$ cat src/rtl/fetch_ctrl_pkg.sv
// Shared encodings for the fetch controller: PC mux selects, FSM states, counter width.
package fetch_ctrl_pkg;

    localparam int CNT_W = 16;

    typedef enum logic [1:0] {
        PCS_PC4 = 2'd0,
        PCS_BR  = 2'd1,
        PCS_JR  = 2'd2,
        PCS_J   = 2'd3
    } pcs_e;

    typedef enum logic {
        ST_BOOT  = 1'b0,
        ST_FETCH = 1'b1
    } state_e;

    // PCS_PC4 doubles as "no redirect requested"; jmp outranks jr outranks branch.
    function automatic pcs_e redir_code(input logic jmp, input logic jr, input logic br);
        pcs_e code;
        if (jmp)     code = PCS_J;
        else if (jr) code = PCS_JR;
        else if (br) code = PCS_BR;
        else         code = PCS_PC4;
        return code;
    endfunction

endpackage

$ cat src/rtl/fetch_ctrl_sat_counter.sv
// Saturating up-counter with increment enable and asynchronous clear.
module sat_counter
    import fetch_ctrl_pkg::*;
(
    input  logic             clk,
    input  logic             rst,
    input  logic             inc,
    output logic [CNT_W-1:0] cnt
);

    logic [CNT_W-1:0] cnt_q;
    logic [CNT_W-1:0] cnt_d;

    always_comb begin
        cnt_d = cnt_q;
        if (inc && (cnt_q != {CNT_W{1'b1}})) begin
            cnt_d = cnt_q + 1'b1;
        end
    end

    always_ff @(posedge clk or posedge rst) begin
        if (rst) begin
            cnt_q <= '0;
        end else begin
            cnt_q <= cnt_d;
        end
    end

    assign cnt = cnt_q;

endmodule

$ cat src/rtl/fetch_ctrl.sv
// Instruction fetch controller: PC/IF-ID enables, redirect hold across imem waits, perf counters.
module fetch_ctrl
    import fetch_ctrl_pkg::*;
(
    input  logic             clk,
    input  logic             rst,
    input  logic             imem_ack,
    input  logic             load_use,
    input  logic             br_taken,
    input  logic             jr,
    input  logic             jmp,
    output logic             imem_req,
    output logic [1:0]       pcsource,
    output logic             pc_we,
    output logic             ifid_we,
    output logic             ifid_flush,
    output logic             tgt_cap,
    output logic [CNT_W-1:0] stall_cnt,
    output logic [CNT_W-1:0] redir_cnt
);

    // state    | meaning
    // ST_BOOT  | one idle cycle after reset, no fetch
    // ST_FETCH | fetching every cycle; PC advances on imem_ack

    state_e state_q, state_d;
    logic   pend_vld_q, pend_vld_d;
    pcs_e   pend_code_q, pend_code_d;
    pcs_e   live_code;
    logic   live_vld;
    logic   consume;
    logic   capture;
    logic   stall_inc;
    logic   redir_inc;

    assign live_code = redir_code(jmp, jr, br_taken);
    assign live_vld  = (live_code != PCS_PC4);
    assign consume   = (state_q == ST_FETCH) && imem_ack && !load_use && (pend_vld_q || live_vld);
    assign capture   = (state_q == ST_FETCH) && !imem_ack && !load_use && live_vld && !pend_vld_q;

    always_ff @(posedge clk or posedge rst) begin
        if (rst) begin
            state_q     <= ST_BOOT;
            pend_vld_q  <= 1'b0;
            pend_code_q <= PCS_PC4;
        end else begin
            state_q     <= state_d;
            pend_vld_q  <= pend_vld_d;
            pend_code_q <= pend_code_d;
        end
    end

    always_comb begin
        state_d     = state_q;
        pend_vld_d  = pend_vld_q;
        pend_code_d = pend_code_q;
        case (state_q)
            ST_BOOT: state_d = ST_FETCH;
            ST_FETCH: begin
                if (consume) begin
                    pend_vld_d  = 1'b0;
                    pend_code_d = PCS_PC4;
                end else if (capture) begin
                    pend_vld_d  = 1'b1;
                    pend_code_d = live_code;
                end
            end
            default: state_d = ST_BOOT;
        endcase
    end

    // A held redirect outranks a newer live one when the fetch finally completes.
    always_comb begin
        imem_req   = 1'b0;
        pcsource   = PCS_PC4;
        pc_we      = 1'b0;
        ifid_we    = 1'b0;
        ifid_flush = 1'b0;
        tgt_cap    = 1'b0;
        stall_inc  = 1'b0;
        redir_inc  = 1'b0;
        if (state_q == ST_FETCH) begin
            imem_req = 1'b1;
            if (load_use) begin
                stall_inc = 1'b1;
            end else if (imem_ack) begin
                pc_we   = 1'b1;
                ifid_we = 1'b1;
                if (consume) begin
                    ifid_flush = 1'b1;
                    redir_inc  = 1'b1;
                    pcsource   = pend_vld_q ? pend_code_q : live_code;
                end
            end else begin
                ifid_we    = 1'b1;
                ifid_flush = 1'b1;
                tgt_cap    = capture;
            end
        end
    end

    sat_counter u_stall_cnt (
        .clk (clk),
        .rst (rst),
        .inc (stall_inc),
        .cnt (stall_cnt)
    );

    sat_counter u_redir_cnt (
        .clk (clk),
        .rst (rst),
        .inc (redir_inc),
        .cnt (redir_cnt)
    );

endmodule

$ cat config.mk
export PLATFORM = sky130hd
export DESIGN_NAME = fetch_ctrl
export DESIGN_NICKNAME = d
export VERILOG_FILES = /design/src/rtl/fetch_ctrl_pkg.sv /design/src/rtl/fetch_ctrl_sat_counter.sv /design/src/rtl/fetch_ctrl.sv
export SDC_FILE = /design/constraint.sdc
export NUM_CORES = 1
export LEC_CHECK = 0
export ABC_AREA = 1
export CAP_MARGIN = 20
export CORE_MARGIN = 2
export CORE_UTILIZATION = 55
export DETAILED_ROUTE_END_ITERATION = 10
export PLACE_DENSITY = 0.88
export SETUP_SLACK_MARGIN = 0.5
export SYNTH_ARGS = -nofsm -noshare
export SYNTH_HDL_FRONTEND = slang
export SYNTH_SLANG_ARGS = --single-unit
$ cat constraint.sdc
create_clock -name clk -period 2.88 [get_ports clk]
set_clock_uncertainty 0.15 [all_clocks]
set_input_delay 0.432 -clock clk [delete_from_list [all_inputs] [get_ports clk]]
set_output_delay 0.432 -clock clk [all_outputs]
set_load 0.01 [all_outputs]
After elaboration in Yosys (flattened, before gate mapping)
Cells that the tools add are included.
Word-level totals
  register bits after elaboration: 36
  bits in latches: 0
  bits in writable memories: 0
  bits in read-only memories: 0
  input port bits: 7
  word-level logic and storage cells: 55
  memories: 0
Cells by class
  add/subtract/negate cells: 2
  $mul: 0
  divide/modulo/power cells: 0
  $lt $le $gt $ge: 0
  eq/ne operators: 2
  shift-type cells: 0
  multiplexer cells: 30
  bitwise logic cells: 0
  reduce and logical (&&, ||, !) cells: 16
Operator list (count)
  adder 16 x 1 -> 16 bit (second input constant): 2
  inequality test 16 bit (second input constant): 2
  two-way mux 1 bit: 21
  two-way mux 2 bit: 9
  logical AND 1 bit: 9
  nonzero test 2 bit: 2
  zero test 1 bit: 3
  AND reduction 2 bit: 1
  logical OR 1 bit: 1

Longest topological paths before layout
Gate-level depths: netlist of run 1.
  word-level depth: 11
  gate-level depth with buffers: 10

Modules after synthesis
From an unflattened synthesis of run 1, not the netlist that was laid out.
Second synthesis, totals
  cell total of the unflattened synthesis: 346
  area total of the unflattened synthesis: 2448.6 sq um
Modules (own cells, without submodules)
  sat_counter: instances 2, cells an instance 150, area each 1069.8 sq um, sequential area each 400.4 sq um
  fetch_ctrl: instances 1, cells an instance 46, area each 309.0 sq um, sequential area each 100.1 sq um

Worst setup path after synthesis of run 1
OpenSTA, ideal clock, no wires.
  path type: input port to output port
  start: input imem_ack
  end: output pcsource[0]
  arrival time: 1238 ps
  required time: 2298 ps
  path slack: 1060 ps
  stages: 4
  path buffers: 0
  cell sequence: inv_1 nor3_2 nand2_2 a211oi_1
Between the ends
  word-level cells in the longest chain between the ends: 7
RTL lines
  start: declaration: line fetch_ctrl.sv:7  | input logic imem_ack,
  logical AND 1 bit (3 in series): line fetch_ctrl.sv:38  | assign consume = (state_q == ST_FETCH) && imem_ack && !load_use && (pend_vld_q || live_vld);
  two-way mux 2 bit: line fetch_ctrl.sv:89  | if (consume) begin
  two-way mux 2 bit *: line fetch_ctrl.sv:86  | end else if (imem_ack) begin
  two-way mux 2 bit *: line fetch_ctrl.sv:84  | if (load_use) begin
  two-way mux 2 bit *: line fetch_ctrl.sv:82  | if (state_q == ST_FETCH) begin
  end: declaration: line fetch_ctrl.sv:13  | output logic [1:0] pcsource,
Every way passes the cells marked *; elsewhere a longest branch is shown, timed or not.

Final worst setup path of run 1
  start: input load_use
  end: output pcsource[0]
Between the ends
  word-level cells in the longest chain between the ends: 7
RTL lines
  start: declaration: line fetch_ctrl.sv:8  | input logic load_use,
  zero test 1 bit: line fetch_ctrl.sv:38
  logical AND 1 bit (2 in series): line fetch_ctrl.sv:38
  two-way mux 2 bit: line fetch_ctrl.sv:89
  two-way mux 2 bit: line fetch_ctrl.sv:86
  two-way mux 2 bit *: line fetch_ctrl.sv:84
  two-way mux 2 bit *: line fetch_ctrl.sv:82
Marked as above.

==> results of run 1 <==
[logic make-up after synthesis]
| kind of cell | after synthesis | share of synthesized area |
|---|---|---|
| simple gates | 216 | 0.405 |
| buf+inv | 39 | 0.0797 |
| flops | 36 | 0.396 |
| compound gates | 26 | 0.0648 |
| xor+xnor | 11 | 0.0423 |
| fa+ha+maj | 2 | 0.0110 |
| other cells | 1 | 0.00165 |
[per-layer routing]
layer,vias to the layer above,global-route usage
met5,-,0
met4,0,0.0725
met3,7,0.0526
met2,54,0.443
met1,1038,0.297
li1,1139,-
[power groups by stage]
| stage | combinational, mW | clock (mW) | sequential, mW |
|---|---|---|---|
| global route | 0.464 | 0.368 | 0.700 |
| finish | 0.413 | 0.340 | 0.686 |
| detailed placement | 0.416 | 0 | 0.694 |
| floorplan | 0.200 | 0 | 0.703 |
| CTS | 0.418 | 0.349 | 0.685 |
| global placement | 0.398 | 0 | 0.691 |
[cell usage in the layout (no fill, tap or decap), types with 4 or more instances in the layout]
cell type | Yosys | layout
buf_4 | 1 | 4
dfrtp_1 | 36 | 36
o21ai_1 | 8 | 8
clkdlybuf4s50_1 | 0 | 40
nor2_1 | 37 | 35
clkbuf_8 | 0 | 5
inv_2 | 4 | 4
inv_1 | 31 | 31
xnor2_1 | 8 | 8
o21ai_0 | 13 | 13
nand2_1 | 141 | 141
nand3_1 | 17 | 17
nand4_1 | 11 | 11
[final timing paths]
check / cells after the start / endpoint / slack (ns) / startpoint
min in group asynchronous: 3 / u_stall_cnt.cnt[5] / 0.40 / rst
setup reg to reg: 9 / u_stall_cnt.cnt[3] / 0.75 / u_stall_cnt.cnt[0]
max in group asynchronous: 3 / u_redir_cnt.cnt[10] / 1.85 / rst
setup / recovery: 5 / pcsource[0] / 0.62 / load_use
hold reg to reg: 2 / pend_code_q[1] / 0.38 / pend_code_q[1]
hold / removal: 2 / pend_code_q[1] / 0.38 / pend_code_q[1]
[stage by stage]
| stage | power [mW] | area (µm²) | cells | worst slack (ns) |
|---|---|---|---|---|
| after floorplan | 0.903 | 2280 | 331 | 1.06 |
| after global routing | 1.53 | 2860 | 434 | 0.523 |
| final | 1.44 | 2860 | 434 | 0.618 |
| after global placement | 1.09 | 2760 | 424 | 0.246 |
| after detailed placement | 1.11 | 2770 | 425 | 0.171 |
| after CTS | 1.45 | 2870 | 434 | 0.480 |
[registers in the layout, summed over array words and instances, names as in the netlist]
signal	cells
pend_code_q	2
pend_vld_q	1
state_q	1
u_redir_cnt.cnt	16
u_stall_cnt.cnt	16
[worst max-delay path: cells and delay by family]
kind | cells | cell delay [ns]
AO/OA/AOI/OAI | 1 | 0.24
buffers and inverters | 2 | 0.68
AND/OR/NAND/NOR | 2 | 0.32
[area by class of cell]
type	count	area (µm²)
Sequential cell	36	901
Tap cell	50	62.6
Clock inverter	1	5.00
Fill cell	333	1140
Inverter	35	131
Timing Repair Buffer	50	485
Clock buffer	6	72.6
Multi-Input combinational cell	256	1210
[timing repair]
item / CTS / global route
endpoints found under the setup margin: 5 / 2
hold buffers: 0 / 0
buffers inserted: 2 / 0
pin swaps: 3 / 0
gates resized for setup: 7 / 4
==> impl_metrics.yaml, run 1 <==
timing:
  tns_ns: 0
  rsz0062_at_grt: "false"
  drv_slew: 0
  setup_viol: 0
  final-hold-violation-count: 0
  hold_ws_ns: 0.377
  worst-slew-pin-transition_ns: 0.583
  fin_crit_sh: 0.785
  max_freq_ghz: 0.442
  finalCriticalPeriod_ns: 2.26
  slew_headroom: 0.610
drt:
  wl_um: 5170
  routed_via_density: 5.16
  dr.max_layer_used: "met4"
  drc: 0
  wl_met2_um: 2650
  drt_first_iter_violations: 128
  wl_met3_um: 215
  via_count: 2238
  firstDrtPassIters: 5
  wire_per_inst_um: 11.9
  ant_nets: 0
  met1_length_um: 2270
synthesis:
  async_reset_ff_frac: 1.00
  synth_edf_count: 0
  syn_avg_cell_area_um2: 6.88
  yosysWarnings: 0
  synth_most_common_cell: "nand2_1"
  synth_top_area_cell: "dfrtp_1"
  synth.cell_area_um2: 2280
  synth.distinct_cells: 26
  synthTopCellsByArea: "dfrtp_1, nand2_1, nor2_1"
  netlist.area_leader.share: 0.396
  syn_nets: 340
  synth_commonest_cells: "nand2_1, nor2_1, dfrtp_1"
  ys.flop_type: "dfrtp_1"
  synth-seq-area-share: 0.396
  syn_inst: 331
  ys_ff_latch: 36
layout:
  area_growth_pct: 25.8
  drive_gt1_frac: 0.0781
  nets: 393
  fin_util: 0.716
  n_antenna_cell: 0
place:
  gp_congestion: 0.826
  port_buffers: 45
  hpwl_um: 3750
clock_network:
  cts_max_path_buffers: 2
  path_clk_slew_ns: 0.06
  htree_levels: 2
  cts_sinks: 36
  root_buffer: "clkbuf_8"
  tritoncts: "yes"
  clk_latency_ns: 0.29
  cts_buffers: 5
global_routing:
  grt_overflow: 0
  grt_max_degree: 37
  grt_pass1_wl_um: 8760
  grt_pass1_vias: 2058
  track_usage: 0.248
  antenna_found_initial: 0
setup_path:
  worstPathCellList: "clkdlybuf4s50_1, nor3_4, nand2_2, a211oi_1, clkbuf_2"
  worstPathRequired_ns: 2.30
  slowest_delay_ns: 0.49
  worstPathMaxFanout: 3
  critPathLaunchType: "primary input"
  arrival_ns: 1.68
  worst-setup-path-type: "in -> out"
  endpoint_kind: "output port"
  crit_path_top_delay_cell: "clkdlybuf4s50_1"
floorplan:
  die_w_um: 68.3
  rows: 23
  dieArea_um2: 4670
  fp.coreArea_um2: 4000
  io_pins: 46
  die_y_um: 68.3
  initial_core_util: 0.569
min_path:
  hp-class: "reg -> reg"
pwr:
  switching_share: 0.336
  power.density_nw_per_um2: 502
  seqPwrFrac: 0.477
  p_leak_nw: 1.35
  clockPowerShare: 0.236
  intPower_mw: 0.955
  p_switching_mw: 0.484
  peakVddDrop_v: 0.000333
  comb_power_share: 0.287
job:
  cap_violations: 0
status:
  status: "completed"
Power figures use the tool's default switching activity.
==> inputs of run 2 (changes only) <==
CORE_UTILIZATION = 52   (was 55)
PLACE_DENSITY = 0.84   (was 0.88)
clock period = 2.1 ns   (was 2.88 ns; I/O delays follow)
==> impl_metrics.yaml, run 2 (synthesized netlist as in run 1, its figures left out) <==
status:
  status: "completed"
drt:
  ant_nets: 0
  wire_per_inst_um: 16.2
  wl_um: 8000
  firstDrtPassIters: 5
  routed_via_density: 5.58
  via_count: 2752
  drc: 0
  drt_first_iter_violations: 167
floorplan:
  fp.coreArea_um2: 4290
  rows: 24
  io_pins: 46
  initial_core_util: 0.530
  die_y_um: 70.2
  dieArea_um2: 4920
  die_w_um: 70.2
global_routing:
  track_usage: 0.281
  grt_pass1_vias: 2471
  grt_max_degree: 37
  grt_overflow: 0
  grt_pass1_wl_um: 11000
  antenna_found_initial: 1
layout:
  drive_gt1_frac: 0.336
  nets: 448
  final_cell_mix: "nand2_1, buf_4, dfrtp_1, nor2_1, inv_1"
  final_common_cell: "nand2_1"
  stdcell_area_um2: 3590
  area_growth_pct: 57.7
pwr:
  p_switching_mw: 0.860
  intPower_mw: 1.52
  p_leak_nw: 1.80
  comb_power_share: 0.386
  seqPwrFrac: 0.373
  clockPowerShare: 0.241
  peakVddDrop_v: 0.000564
  power.density_nw_per_um2: 664
  switching_share: 0.361
timing:
  tns_ns: 0
  finalCriticalPeriod_ns: 1.90
  setup_slack_ns: 0.197
  setup_viol: 0
  max_freq_ghz: 0.525
  final-hold-violation-count: 0
  rsz0062_at_grt: "true"
  drv_slew: 0
  fin_crit_sh: 0.906
clock_network:
  cts_max_path_buffers: 2
  htree_levels: 2
  cts_sinks: 36
  root_buffer: "clkbuf_8"
  tritoncts: "yes"
  clk_latency_ns: 0.31
  path_clk_slew_ns: 0.08
  cts_buffers: 5
min_path:
  hp-class: "in -> async"
setup_path:
  r2r_end: "u_redir_cnt.cnt[12]"
  endpoint_kind: "output port"
  r2r_cells: 11
  r2r_start: "state_q"
  worst-setup-path-type: "reg -> out"
  worstPathMaxFanout: 2
  arrival_ns: 1.44
  worstPathRequired_ns: 1.63
  r2r_slack_ns: 0.38
  critPathLaunchType: "flip-flop"
place:
  place_ws_ns: -0.275
  gp_congestion: 0.888
  hpwl_um: 4020
  post_dp_cell_area_um2: 2960
  port_buffers: 45
job:
  cap_violations: 0
## run 2: changes by cell type in the layout (fill, tap and decap cells not counted), sizes merged, moves of 2 or more
| cell | previous run | this run |
|---|---|---|
| buf | 5 | 63 |
| clkdlybuf4s50 | 40 | 1 |
| dlygate4sd2 | 3 | 23 |
| clkdlybuf4s15 | 0 | 13 |
| clkbuf | 7 | 10 |
| nand2 | 146 | 148 |
## run 2: layout make-up
type	count	area (µm²)
sequential	36	911
fill	251	702
antenna	1	2.50
tap	52	65.1
clock buffer	8	100
inverter	35	144
multi-input combinational	259	1480
timing repair buffer	102	886
## run 2: critical path, stage by stage (launching register included)
cell and delay [ns]:
dfrtp_1 0.37, inv_2 0.06, nor3_4 0.19, buf_6 0.13
nand2_4 0.04, a211oi_2 0.16, buf_2 0.18
## run 2: worst max-delay path by stage
| stage | startpoint | endpoint | cells past startpoint |
|---|---|---|---|
| final | state_q | pcsource[0] | 6 |
| after global routing | state_q | pcsource[0] | 6 |
| after CTS | state_q | pcsource[0] | 6 |
| after detailed placement | load_use | pcsource[0] | 5 |
| after global placement | imem_ack | pcsource[1] | 6 |
| after floorplan | u_redir_cnt.cnt[1] | u_redir_cnt.cnt[0] | 9 |
## run 2: per-layer routing
metal | routed length (µm) | track usage
met1 | 2990 | 0.340
met2 | 4000 | 0.483
met3 | 552 | 0.0635
met4 | 455 | 0.113
met5 | 0 | 0
## run 2: through the flow
step | utilization | hold slack, ns | std cells | total power, mW
final | 0.837 | 0.265 | 493 | 2.38
after CTS | 0.755 | 0.287 | 478 | 2.21
after floorplan | - | 0.323 | 331 | 1.26
after detailed placement | 0.689 | 0.356 | 449 | 1.63
after global routing | 0.837 | 0.339 | 493 | 2.51
after global placement | 0.686 | 0.346 | 448 | 1.60
## run 2: power by group through the flow
stage	Clock (mW)	Combinational (mW)	Sequential [mW]
floorplan	0	0.286	0.971
global placement	0	0.695	0.909
detailed placement	0	0.716	0.913
CTS	0.570	0.762	0.877
global route	0.602	1.00	0.903
finish	0.574	0.921	0.889
## run 2: repair_timing
action | CTS | global route
pin swaps | 9 | 24
endpoints found under the setup margin | 69 | 52
hold buffers | 0 | 0
gates resized for setup | 94 | 84
buffers inserted | 20 | 10
cloned | 1 | 4
==> inputs of run 3 (changes only) <==
CTS_CLUSTER_SIZE = 12   (was not set)
HOLD_SLACK_MARGIN = 0.12   (was not set)
==> results of run 3 <==
The final DEF is identical to that of run 2; final timing and power are the same.
